[config.mk]
export PLATFORM = sky130hd
export DESIGN_NAME = vga_timing_gen
export DESIGN_NICKNAME = d
export VERILOG_FILES = /design/src/rtl/vga_timing_gen.sv
export SDC_FILE = /design/constraint.sdc
export NUM_CORES = 1
export LEC_CHECK = 0
export CAP_MARGIN = 10
export CORE_MARGIN = 10
export CORE_UTILIZATION = 39
export DETAILED_ROUTE_END_ITERATION = 16
export GPL_TIMING_DRIVEN = 0
export HOLD_SLACK_MARGIN = 0.02
export PLACE_DENSITY = 0.69
export SETUP_SLACK_MARGIN = 0.3
export SYNTH_ARGS = -nofsm -noshare
export SYNTH_HDL_FRONTEND = slang
export SYNTH_SLANG_ARGS = --single-unit
[constraint.sdc]
create_clock -name clk -period 6.5 [get_ports clk]
set_input_delay 0.65 -clock clk [delete_from_list [all_inputs] [get_ports clk]]
set_output_delay 0.65 -clock clk [all_outputs]
set_load 0.01 [all_outputs]
[src/rtl/vga_timing_gen.sv]
// VGA raster timing source: pixel/line counters, sync and blank decode,
// line/frame ticks and a completed-frame counter. Every output is a flop;
// flags are decoded from the next count so they line up with the count shown.
module vga_timing_gen #(
    parameter int   H_ACTIVE = 800,
    parameter int   H_FP     = 40,
    parameter int   H_SYNC   = 128,
    parameter int   H_BP     = 88,
    parameter int   V_ACTIVE = 600,
    parameter int   V_FP     = 1,
    parameter int   V_SYNC   = 4,
    parameter int   V_BP     = 23,
    parameter logic HS_POL   = 1'b1,
    parameter logic VS_POL   = 1'b1
) (
    input  logic        clk,
    input  logic        rst,
    input  logic        en_i,
    output logic [11:0] hcount_o,
    output logic [11:0] vcount_o,
    output logic        hsync_o,
    output logic        vsync_o,
    output logic        hblnk_o,
    output logic        vblnk_o,
    output logic [11:0] rgb_o,
    output logic        frame_start_o,
    output logic        line_start_o,
    output logic [15:0] frame_cnt_o
);

    localparam int HT = H_ACTIVE + H_FP + H_SYNC + H_BP;
    localparam int VT = V_ACTIVE + V_FP + V_SYNC + V_BP;

    localparam logic [11:0] H_LAST   = 12'(HT - 1);
    localparam logic [11:0] V_LAST   = 12'(VT - 1);
    localparam logic [11:0] H_ACT    = 12'(H_ACTIVE);
    localparam logic [11:0] V_ACT    = 12'(V_ACTIVE);
    localparam logic [11:0] HS_START = 12'(H_ACTIVE + H_FP);
    localparam logic [11:0] HS_END   = 12'(H_ACTIVE + H_FP + H_SYNC);
    localparam logic [11:0] VS_START = 12'(V_ACTIVE + V_FP);
    localparam logic [11:0] VS_END   = 12'(V_ACTIVE + V_FP + V_SYNC);

    // The 12-bit counters must be able to hold the last count of each axis.
    generate
        if ((HT - 1) > 4095 || (VT - 1) > 4095) begin : g_range_chk
            $error("vga_timing_gen: raster totals exceed 12-bit counter range");
        end
    endgenerate

    logic [11:0] hcount_q, hcount_d;
    logic [11:0] vcount_q, vcount_d;
    logic [15:0] frame_cnt_q, frame_cnt_d;
    logic        hsync_q, hsync_d;
    logic        vsync_q, vsync_d;
    logic        hblnk_q, hblnk_d;
    logic        vblnk_q, vblnk_d;
    logic        line_start_q, line_start_d;
    logic        frame_start_q, frame_start_d;
    logic [11:0] rgb_q;

    // Next count, tick pulses and flags decoded from that next count.
    always_comb begin
        hcount_d      = hcount_q;
        vcount_d      = vcount_q;
        frame_cnt_d   = frame_cnt_q;
        hsync_d       = hsync_q;
        vsync_d       = vsync_q;
        hblnk_d       = hblnk_q;
        vblnk_d       = vblnk_q;
        line_start_d  = 1'b0;
        frame_start_d = 1'b0;
        if (en_i) begin
            if (hcount_q == H_LAST) begin
                hcount_d     = 12'd0;
                line_start_d = 1'b1;
                if (vcount_q == V_LAST) begin
                    vcount_d      = 12'd0;
                    frame_start_d = 1'b1;
                    frame_cnt_d   = frame_cnt_q + 16'd1;
                end else begin
                    vcount_d = vcount_q + 12'd1;
                end
            end else begin
                hcount_d = hcount_q + 12'd1;
            end
            hblnk_d = (hcount_d >= H_ACT);
            vblnk_d = (vcount_d >= V_ACT);
            hsync_d = ((hcount_d >= HS_START) && (hcount_d < HS_END)) ? HS_POL : ~HS_POL;
            vsync_d = ((vcount_d >= VS_START) && (vcount_d < VS_END)) ? VS_POL : ~VS_POL;
        end else begin
            // Paused: everything holds and ticks stay low (set by defaults).
            line_start_d  = 1'b0;
            frame_start_d = 1'b0;
        end
    end

    // State register; reset wins over enable and drops any sync in progress.
    always_ff @(posedge clk) begin
        if (rst) begin
            hcount_q      <= 12'd0;
            vcount_q      <= 12'd0;
            frame_cnt_q   <= 16'd0;
            hsync_q       <= ~HS_POL;
            vsync_q       <= ~VS_POL;
            hblnk_q       <= 1'b0;
            vblnk_q       <= 1'b0;
            line_start_q  <= 1'b0;
            frame_start_q <= 1'b0;
            rgb_q         <= 12'h000;
        end else begin
            hcount_q      <= hcount_d;
            vcount_q      <= vcount_d;
            frame_cnt_q   <= frame_cnt_d;
            hsync_q       <= hsync_d;
            vsync_q       <= vsync_d;
            hblnk_q       <= hblnk_d;
            vblnk_q       <= vblnk_d;
            line_start_q  <= line_start_d;
            frame_start_q <= frame_start_d;
            rgb_q         <= 12'h000;
        end
    end

    assign hcount_o      = hcount_q;
    assign vcount_o      = vcount_q;
    assign hsync_o       = hsync_q;
    assign vsync_o       = vsync_q;
    assign hblnk_o       = hblnk_q;
    assign vblnk_o       = vblnk_q;
    assign rgb_o         = rgb_q;
    assign frame_start_o = frame_start_q;
    assign line_start_o  = line_start_q;
    assign frame_cnt_o   = frame_cnt_q;

endmodule

==> results.cfg, run 1 <==
[routing]
drtPass1Iterations = 4
via_per_inst = 5.25
wl_met2_microns = 3330
met1_length_microns = 3100
detail-route-antenna-nets = 0
highest_layer = met4
drc = 0
wl_per_cell_microns = 14.1
drt-initial-drc-count = 108
wl_microns = 6880
wl_met3_microns = 398
route.vias.total = 2555

[cells_and_area]
nets = 412
final_core_util = 0.506
instances_no_fill = 487
drive_above_1_share = 0.0885
layout_commonest_cell = nor2_1
area_growth_pct = 27.0
antenna_cells = 0
layout_common_cells = 57 x nor2_1, 47 x clkdlybuf4s50_1, 46 x dfxtp_1

[timing]
timing.fmax_ghz = 0.340
setup_violations = 0
max_slew_margin = 0.428
maxSlewViolCount = 0
rsz0062_at_grt = no
worstMarginPinSlew_ns = 0.851
period_needed_ns = 2.94
tns_ns = 0
skew_ns = 0.00567
hold_viol_final = 0
post-route-period-util = 0.452

[pwr]
ir_drop_v = 0.0000745
p_leak_nw = 1.24
pwr_density_cell_mw_per_mm2 = 155

[synthesis]
synth-warning-count = 0
synth-edff-count = 0
async_reset_ff_frac = 0
synth.distinct_cells = 52
synth_area_sq_mm = 0.00268
syn_avg_cell_area_sq_um = 7.85
ys_seq_elements = 46
synthCells = 341
ys.flop_type = dfxtp_1
ys_seq_area_frac = 0.344

[clocking]
cts.sinks = 46
ctsResizeCount = 0
worstSkewPairLatency_ns = 0.30
cts_buffers = 5
tritoncts = done
cts_buffer_depth = 2
htree_levels = 2
cts_setup_buffers = 0
cts_hold_buf = 0
clkTransAtPathRegs_ns = 0.08
cts_root_buffer = clkbuf_8

[floorplan]
start_util = 0.398
core_sq_mm = 0.00672
io_pins = 61
fp.dieW_microns = 103
die_y_microns = 103
rows = 30
die-area_sq_mm = 0.0106

[placed_design]
routabilityCongestion = 0.884
port_buffers = 47
dp_cells = 479
dp_hpwl_microns = 5240

[hold_path]
hold_path_depth = 2
hp-class = reg2reg

[worst_setup_path]
start_kind = flip-flop
crit_arrival_ns = 3.11
critPathMaxStageDelay_ns = 0.55
ff2ff_path_depth = 9
path_cells = ha_1 > nand4_1 > or3_4 > buf_4 > o21ai_0 > nor2_1 > nand4_1 > or3_4 > o211ai_1
criticalPathCategory = reg2reg
crit_fanout = 10
cp-end-kind = flip-flop
worst_path_max_delay_cell = o21ai_0
cp.required_ns = 6.67

[global_routing]
grt_max_degree = 15
grt_overflow = 0
grt_pass1_wl_microns = 11000
grt_pass1_vias = 2262
antenna_found_initial = 0
grtUsageTotal = 0.127

[run_status]
run_status = finished clean

[run]
drv_cap = 0
==> worst paths after layout <==
| kind | from | endpoint | slack [ns] |
|---|---|---|---|
| worst max-delay path | hcount_o[0]$_SDFFE_PP0P_ | vblnk_o$_SDFFE_PP0P_ | 3.56 |
| worst min-delay path | vsync_o$_SDFFE_PP0P_ | vsync_o$_SDFFE_PP0P_ | 0.46 |
| worst max register to register | hcount_o[0]$_SDFFE_PP0P_ | vblnk_o$_SDFFE_PP0P_ | 3.56 |
| worst min register to register | vsync_o$_SDFFE_PP0P_ | vsync_o$_SDFFE_PP0P_ | 0.46 |
==> power by group <==
part | internal, W | switching, W | leakage [nW] | total [W]
logic | 0.0000121 | 0.0000182 | 0.819 | 0.0000302
registers | 0.000283 | 0.00000237 | 0.371 | 0.000286
clock network | 0.000115 | 0.0000963 | 0.0514 | 0.000211
==> kinds of logic after synthesis <==
| logic type | share of synthesized area |
|---|---|
| AO/OA/AOI/OAI | 0.132 |
| XOR/XNOR | 0.0916 |
| adder cells (fa/ha/maj) | 0.0140 |
| buffers and inverters | 0.0743 |
| flip-flops | 0.344 |
| multiplexers | 0.0150 |
| other | 0.00140 |
| AND/OR/NAND/NOR | 0.328 |
==> final cells by class <==
class	instances	area (sq um)
Fill cell	671	3320
Inverter	4	15.0
Timing Repair Buffer	47	470
Tap cell	80	100
Buffer	33	184
Clock inverter	2	37.5
Clock buffer	6	72.6
Multi-Input combinational cell	269	1600
Sequential cell	46	921
==> synth_stat cells (all sizes together), types with 3 or more instances <==
cell,number,area share
mux2i,4,0.015
dfxtp,46,0.34
or3,5,0.015
clkbuf,17,0.024
nor3,12,0.027
nand2,27,0.038
a211oi,3,0.0084
inv,4,0.0056
nor4,6,0.025
nor2,57,0.080
nand4,8,0.019
and4,3,0.0098
a21oi,22,0.041
and3,13,0.031
o21ai,16,0.033
xor2,21,0.069
xnor2,7,0.023
buf,16,0.044
ha,3,0.014
nand3,21,0.039
==> worst max-delay path, delay by kind of cell, from the launching register on <==
| family | cells | cell delay (ns) |
|---|---|---|
| DFF | 1 | 0.44 |
| adders and majority gates | 1 | 0.29 |
| and+or+nand+nor | 5 | 1.28 |
| buffers and inverters | 1 | 0.19 |
| AOI/OAI and AO/OA | 2 | 0.62 |
==> through the flow <==
step / total power (W) / cell area, sq um / setup WS [ns] / hold WS [ns]
after detailed placement: 0.000322 / 3290 / 3.58 / 0.447
final: 0.000527 / 3400 / 3.56 / 0.459
after floorplan: 0.000312 / 2720 / 3.94 / 0.482
after global routing: 0.000550 / 3400 / 3.28 / 0.485
after CTS: 0.000533 / 3400 / 3.60 / 0.461
after global placement: 0.000322 / 3290 / 3.58 / 0.451
==> layer usage <==
| layer | global-route usage | up-vias |
|---|---|---|
| li1 | - | 1313 |
| met1 | 0.157 | 1188 |
| met2 | 0.212 | 48 |
| met3 | 0.0342 | 6 |
| met4 | 0.0353 | 0 |
| met5 | 0 | - |
==> registers in the layout, indices dropped and copies added, names as in the netlist <==
signal	cells
frame_start_o	1
hsync_o	1
vsync_o	1
vblnk_o	1
vcount_o	12
frame_cnt_o	16
hblnk_o	1
line_start_o	1
hcount_o	12
(Power assumes the default switching activity.)
==> run 2: changes to the inputs <==
==> constraint.sdc (replaced) <==
create_clock -name clk -period 2.8 [get_ports clk]
set_input_delay 0.28 -clock clk [delete_from_list [all_inputs] [get_ports clk]]
set_output_delay 0.28 -clock clk [all_outputs]
set_load 0.01 [all_outputs]
==> run 2 against run 1 <==
Register-to-register slack worse by 3.3 ns. Sequential cell count unchanged. Clock power up 140%. Sequential power up 130%. Count of clock-buffer cells in the layout unchanged. Cell area up 7.9%. Critical path depth unchanged. Via count up 3.0%. Clock skew up 0.0037 ns. Largest cell class unchanged. Largest power group unchanged.
==> results.cfg, run 2 (same netlist as run 1, synthesis figures left out) <==
[timing]
rsz0062_at_grt = yes
skew_ns = 0.00932
holdWs_ns = 0.461
hold_viol_final = 0
max_slew_margin = 0.628
worstMarginPinSlew_ns = 0.558
maxSlewViolCount = 0
tns_ns = 0
post-route-period-util = 0.911
setup_violations = 0
period_needed_ns = 2.55
timing.fmax_ghz = 0.392

[hold_path]
hp-class = reg2reg
hp-start = vsync_o$_SDFFE_PP0P_
hold_end = vsync_o$_SDFFE_PP0P_
hold_path_depth = 2

[floorplan]
io_pins = 61
rows = 30
fp.dieW_microns = 103
die_y_microns = 103
die-area_sq_mm = 0.0106
core_sq_mm = 0.00672
start_util = 0.398

[worst_setup_path]
crit_arrival_ns = 2.80
regToRegSetupSlack_ns = 0.25
cp-end-kind = flip-flop
crit_fanout = 7
rr_endpoint = vsync_o$_SDFFE_PP0P_
cp.required_ns = 3.05
rr_startpoint = hcount_o[9]$_SDFFE_PP0P_
ff2ff_path_depth = 9
criticalPathCategory = reg2reg
start_kind = flip-flop

[cells_and_area]
layout_commonest_cell = nor2_1
largest_reg_flops = 16
antenna_cells = 0
area_growth_pct = 37.0
design_area_sq_mm = 0.00367
n_fill_cell = 640
nets = 426
drive_above_1_share = 0.183
instances_no_fill = 501
layout_common_cells = 55 x nor2_1, 47 x clkdlybuf4s50_1, 42 x dfxtp_1
multi_input_area_sq_mm = 0.00172
final_core_util = 0.546
seq_area_sq_um = 926

[pwr]
p_int_w = 0.000954
p_seq_frac = 0.536
power_frac_comb = 0.059
pwr-share-clk = 0.404
switching_share = 0.229
p_leak_nw = 1.35
ir_drop_v = 0.000217
switchingPower_w = 0.000284
pwr_density_cell_mw_per_mm2 = 338

[routing]
via_per_inst = 5.25
wl_microns = 7420
drc = 0
drtPass1Iterations = 6
wl_per_cell_microns = 14.8
detail-route-antenna-nets = 0
drt-initial-drc-count = 134
route.vias.total = 2632

[clocking]
clkTransAtPathRegs_ns = 0.09
worstSkewPairLatency_ns = 0.31
cts.sinks = 46
cts_buffers = 5
cts_root_buffer = clkbuf_8
tritoncts = done
htree_levels = 2
cts_buffer_depth = 2

[global_routing]
grt_pass1_wl_microns = 11500
grt_max_degree = 15
grtUsageTotal = 0.136
grt_pass1_vias = 2334
antenna_found_initial = 0
grt_overflow = 0

[run_status]
run_status = finished clean

[placed_design]
dp_hpwl_microns = 5340
routabilityCongestion = 0.875
port_buffers = 47
dp_cells = 479
placed_area_sq_mm = 0.00331

[run]
drv_cap = 0
[run 2: cell types whose count changed in the layout (fill, tap and decap cells not counted), moves of 3 or more]
| cell | previous run | this run |
|---|---|---|
| dfxtp_1 | 46 | 42 |
| clkbuf_1 | 17 | 14 |
| dfxtp_2 | 0 | 4 |
| buf_4 | 13 | 25 |
[run 2: what timing repair did]
action,CTS,global route
hold buffers,0,0
pin swaps,8,14
endpoints found under the hold margin,0,0
setup endpoints to repair,26,17
setup buffers,9,5
resized for setup,18,18
[run 2: worst max path at each step]
stage	start	endpoint	slack, ns	cells after the start
floorplan	hcount_o[9]$_SDFFE_PP0P_	vsync_o$_SDFFE_PP0P_	0.30	9
global placement	hcount_o[1]$_SDFFE_PP0P_	vblnk_o$_SDFFE_PP0P_	-0.03	9
detailed placement	hcount_o[1]$_SDFFE_PP0P_	vblnk_o$_SDFFE_PP0P_	-0.10	9
CTS	hcount_o[8]$_SDFFE_PP0P_	vsync_o$_SDFFE_PP0P_	0.27	9
global route	hcount_o[9]$_SDFFE_PP0P_	vsync_o$_SDFFE_PP0P_	0.20	9
finish	hcount_o[9]$_SDFFE_PP0P_	vsync_o$_SDFFE_PP0P_	0.25	9
[run 2: worst max-delay path, stage by stage (launching register included)]
cell     delay, ns
dfxtp_2       0.34
buf_8         0.11
or4b_4        0.56
or3_4         0.45
buf_8         0.16
nor2_4        0.11
xnor2_2       0.13
a31oi_2       0.14
or3_4         0.40
o21ai_2       0.10
[run 2: per-layer routing]
metal | part of all wire | up-vias | wire (microns) | GRT usage
li1 | - | 1335 | - | -
met1 | 0.43 | 1232 | 3170 | 0.163
met2 | 0.50 | 55 | 3700 | 0.229
met3 | 0.061 | 10 | 452 | 0.0349
met4 | 0.014 | 0 | 102 | 0.0492
met5 | 0 | - | 0 | 0
[run 2: layout make-up]
type	count	share of cell area
Multi-Input combinational cell	269	0.470
Sequential cell	46	0.252
Timing Repair Buffer	61	0.160
Buffer	33	0.0560
Tap cell	80	0.0273
Clock buffer	6	0.0198
Clock inverter	2	0.0102
Inverter	4	0.00409
[run 2: power groups by stage]
stage / logic, W / clock network [W] / registers, W
global placement: 0.0000704 / 0 / 0.000678
global route: 0.0000819 / 0.000542 / 0.000665
CTS: 0.0000709 / 0.000516 / 0.000663
finish: 0.0000735 / 0.000501 / 0.000664
detailed placement: 0.0000700 / 0 / 0.000678
floorplan: 0.0000462 / 0 / 0.000679
[run 2: metrics by stage]
stage | setup WS, ns | power [W]
3_5_place_dp | -0.100 | 0.000748
6_report | 0.249 | 0.00124
5_1_grt | 0.196 | 0.00129
3_3_place_gp | -0.0272 | 0.000749
4_1_cts | 0.268 | 0.00125
2_1_floorplan | 0.300 | 0.000725
==> run 3: changes to the inputs <==
--- a/config.mk
+++ b/config.mk
@@ -6,12 +6,12 @@
 export NUM_CORES = 1
 export LEC_CHECK = 0
 export CAP_MARGIN = 10
-export CORE_MARGIN = 10
 export CORE_UTILIZATION = 39
 export DETAILED_ROUTE_END_ITERATION = 16
 export GPL_TIMING_DRIVEN = 0
 export HOLD_SLACK_MARGIN = 0.02
 export PLACE_DENSITY = 0.69
+export REMOVE_ABC_BUFFERS = 1
 export SETUP_SLACK_MARGIN = 0.3
 export SYNTH_ARGS = -nofsm -noshare
 export SYNTH_HDL_FRONTEND = slang
==> run 3 against run 2 <==
The flow now finishes with violations (design-rule violations). Via count shrank 1.6%. Power decreased by 7.1%. Global-route usage rose by 4.9 points. Cell count decreased by 6.2%. Wire length decreased by 11%.
==> results.cfg, run 3 (same netlist as run 1, synthesis figures left out) <==
[run_status]
run_status = finished, violations left
violations = design-rule violations

[pwr]
ir_drop_v = 0.000243
pwr-share-clk = 0.377
power_w = 0.00115
power_frac_comb = 0.046
p_leak_nw = 1.23
pwr_density_cell_mw_per_mm2 = 333
p_int_w = 0.000854
switching_share = 0.258
p_seq_frac = 0.577
switchingPower_w = 0.000296

[timing]
rsz0062_at_grt = yes
hold_viol_final = 0
tns_ns = 0
max_slew_margin = 0.414
timing.fmax_ghz = 0.409
skew_ns = 0.0123
setup_violations = 0
worstMarginPinSlew_ns = 0.880
post-route-period-util = 0.872
maxSlewViolCount = 0
period_needed_ns = 2.44

[worst_setup_path]
crit_fanout = 7
ff2ff_path_depth = 8
crit_arrival_ns = 2.59
path_cells = or4b_4 > buf_4 > nor3_2 > o21ai_0 > a21oi_1 > nor2_1 > o211ai_1 > o211ai_1
criticalPathCategory = reg2reg
worst_path_max_delay_cell = or4b_4
regToRegSetupSlack_ns = 0.36
cp.required_ns = 2.95
start_kind = flip-flop
rr_endpoint = vblnk_o$_SDFFE_PP0P_
crit_top_cell = o211ai_1
cp-end-kind = flip-flop
critPathMaxStageDelay_ns = 0.58
rr_startpoint = hcount_o[11]$_SDFFE_PP0P_

[floorplan]
core_sq_mm = 0.00649
start_util = 0.412
rows = 29
io_pins = 61
die-area_sq_mm = 0.00720
die_y_microns = 84.8
fp.dieW_microns = 84.8

[placed_design]
dp_hpwl_microns = 4230
routabilityCongestion = 0.811
port_buffers = 48
placed_area_sq_mm = 0.00311

[clocking]
tritoncts = done
cts_root_buffer = clkbuf_8
cts_hold_buf = 0
clkTransAtPathRegs_ns = 0.09
worstSkewPairLatency_ns = 0.31
cts_buffer_depth = 2
htree_levels = 2
cts.sinks = 46
cts_buffers = 5

[hold_path]
hp-class = reg2reg
hold_end = vsync_o$_SDFFE_PP0P_
hold_path_depth = 2
hp-start = vsync_o$_SDFFE_PP0P_

[global_routing]
grt_pass1_wl_microns = 10600
grt_overflow = 0
antenna_found_initial = 0
grtUsageTotal = 0.185
grt_max_degree = 49
grt_pass1_vias = 2268

[routing]
wl_met3_microns = 326
via_per_inst = 5.51
route.vias.total = 2591
wl_met2_microns = 3110
wl_microns = 6580
drt-initial-drc-count = 101
drtPass1Iterations = 11
detail-route-antenna-nets = 0
wl_per_cell_microns = 14.0
met1_length_microns = 3050
highest_layer = met4
drc = 5

[cells_and_area]
antenna_cells = 0
drive_above_1_share = 0.158
largest_reg_flops = 16
design_area_sq_mm = 0.00346
layout_common_cells = 56 x nor2_1, 46 x clkdlybuf4s50_1, 38 x dfxtp_1
layout_commonest_cell = nor2_1
area_growth_pct = 29.1
nets = 398

[run]
drv_cap = 0
run 3: layer usage:
layer  vias to the layer above  GRT usage
li1                       1283          -
met1                      1222      0.238
met2                        80      0.310
met3                         6     0.0340
met4                         0     0.0647
met5                         -          0
run 3: timing repair:
item / 4_1_cts / 5_1_grt
gates resized for setup: 17 / 19
hold endpoints to repair: 0 / 0
buffers inserted: 10 / 8
setup endpoints to repair: 29 / 18
pin swaps: 4 / 9
run 3: worst max-delay path: cells and delay by family, from the launching register on:
family,cells,cell delay (ns)
AOI/OAI and AO/OA,4,0.70
DFF,1,0.37
buffers and inverters,1,0.16
and+or+nand+nor,3,1.05
run 3: worst max-delay path by stage:
stage	depth (start not counted)	startpoint	endpoint	slack, ns
6_report	8	hcount_o[11]$_SDFFE_PP0P_	vblnk_o$_SDFFE_PP0P_	0.36
5_1_grt	8	hcount_o[11]$_SDFFE_PP0P_	vblnk_o$_SDFFE_PP0P_	0.24
4_1_cts	8	hcount_o[11]$_SDFFE_PP0P_	frame_cnt_o[13]$_SDFFE_PP0P_	0.30
3_5_place_dp	8	en_i	frame_cnt_o[13]$_SDFFE_PP0P_	-0.73
3_3_place_gp	8	en_i	frame_cnt_o[15]$_SDFFE_PP0P_	-0.71
2_1_floorplan	8	hcount_o[0]$_SDFFE_PP0P_	vsync_o$_SDFFE_PP0P_	0.25
run 3: cell type report:
type,instances,area (sq um)
clock inverters,3,25.0
multi-input cells,269,1700
clock buffers,5,68.8
repair buffers,66,616
fillers,625,3040
well taps,77,96.3
flip-flops and latches,46,936
inverters,4,15.0
run 3: power by group through the flow:
stage / Sequential, W / Combinational (W) / Clock [W]
2_1_floorplan: 0.000679 / 0.0000201 / 0
3_3_place_gp: 0.000678 / 0.0000521 / 0
3_5_place_dp: 0.000678 / 0.0000513 / 0
4_1_cts: 0.000663 / 0.0000521 / 0.000449
5_1_grt: 0.000664 / 0.0000590 / 0.000469
6_report: 0.000663 / 0.0000534 / 0.000433
run 3: per-stage QoR:
step,hold slack (ns),setup WS (ns),utilization,instances
floorplan,0.349,0.251,-,319
global placement,0.474,-0.713,0.479,444
detailed placement,0.479,-0.728,0.478,444
CTS,0.493,0.303,0.511,462
global route,0.505,0.239,0.532,470
finish,0.488,0.357,0.532,470
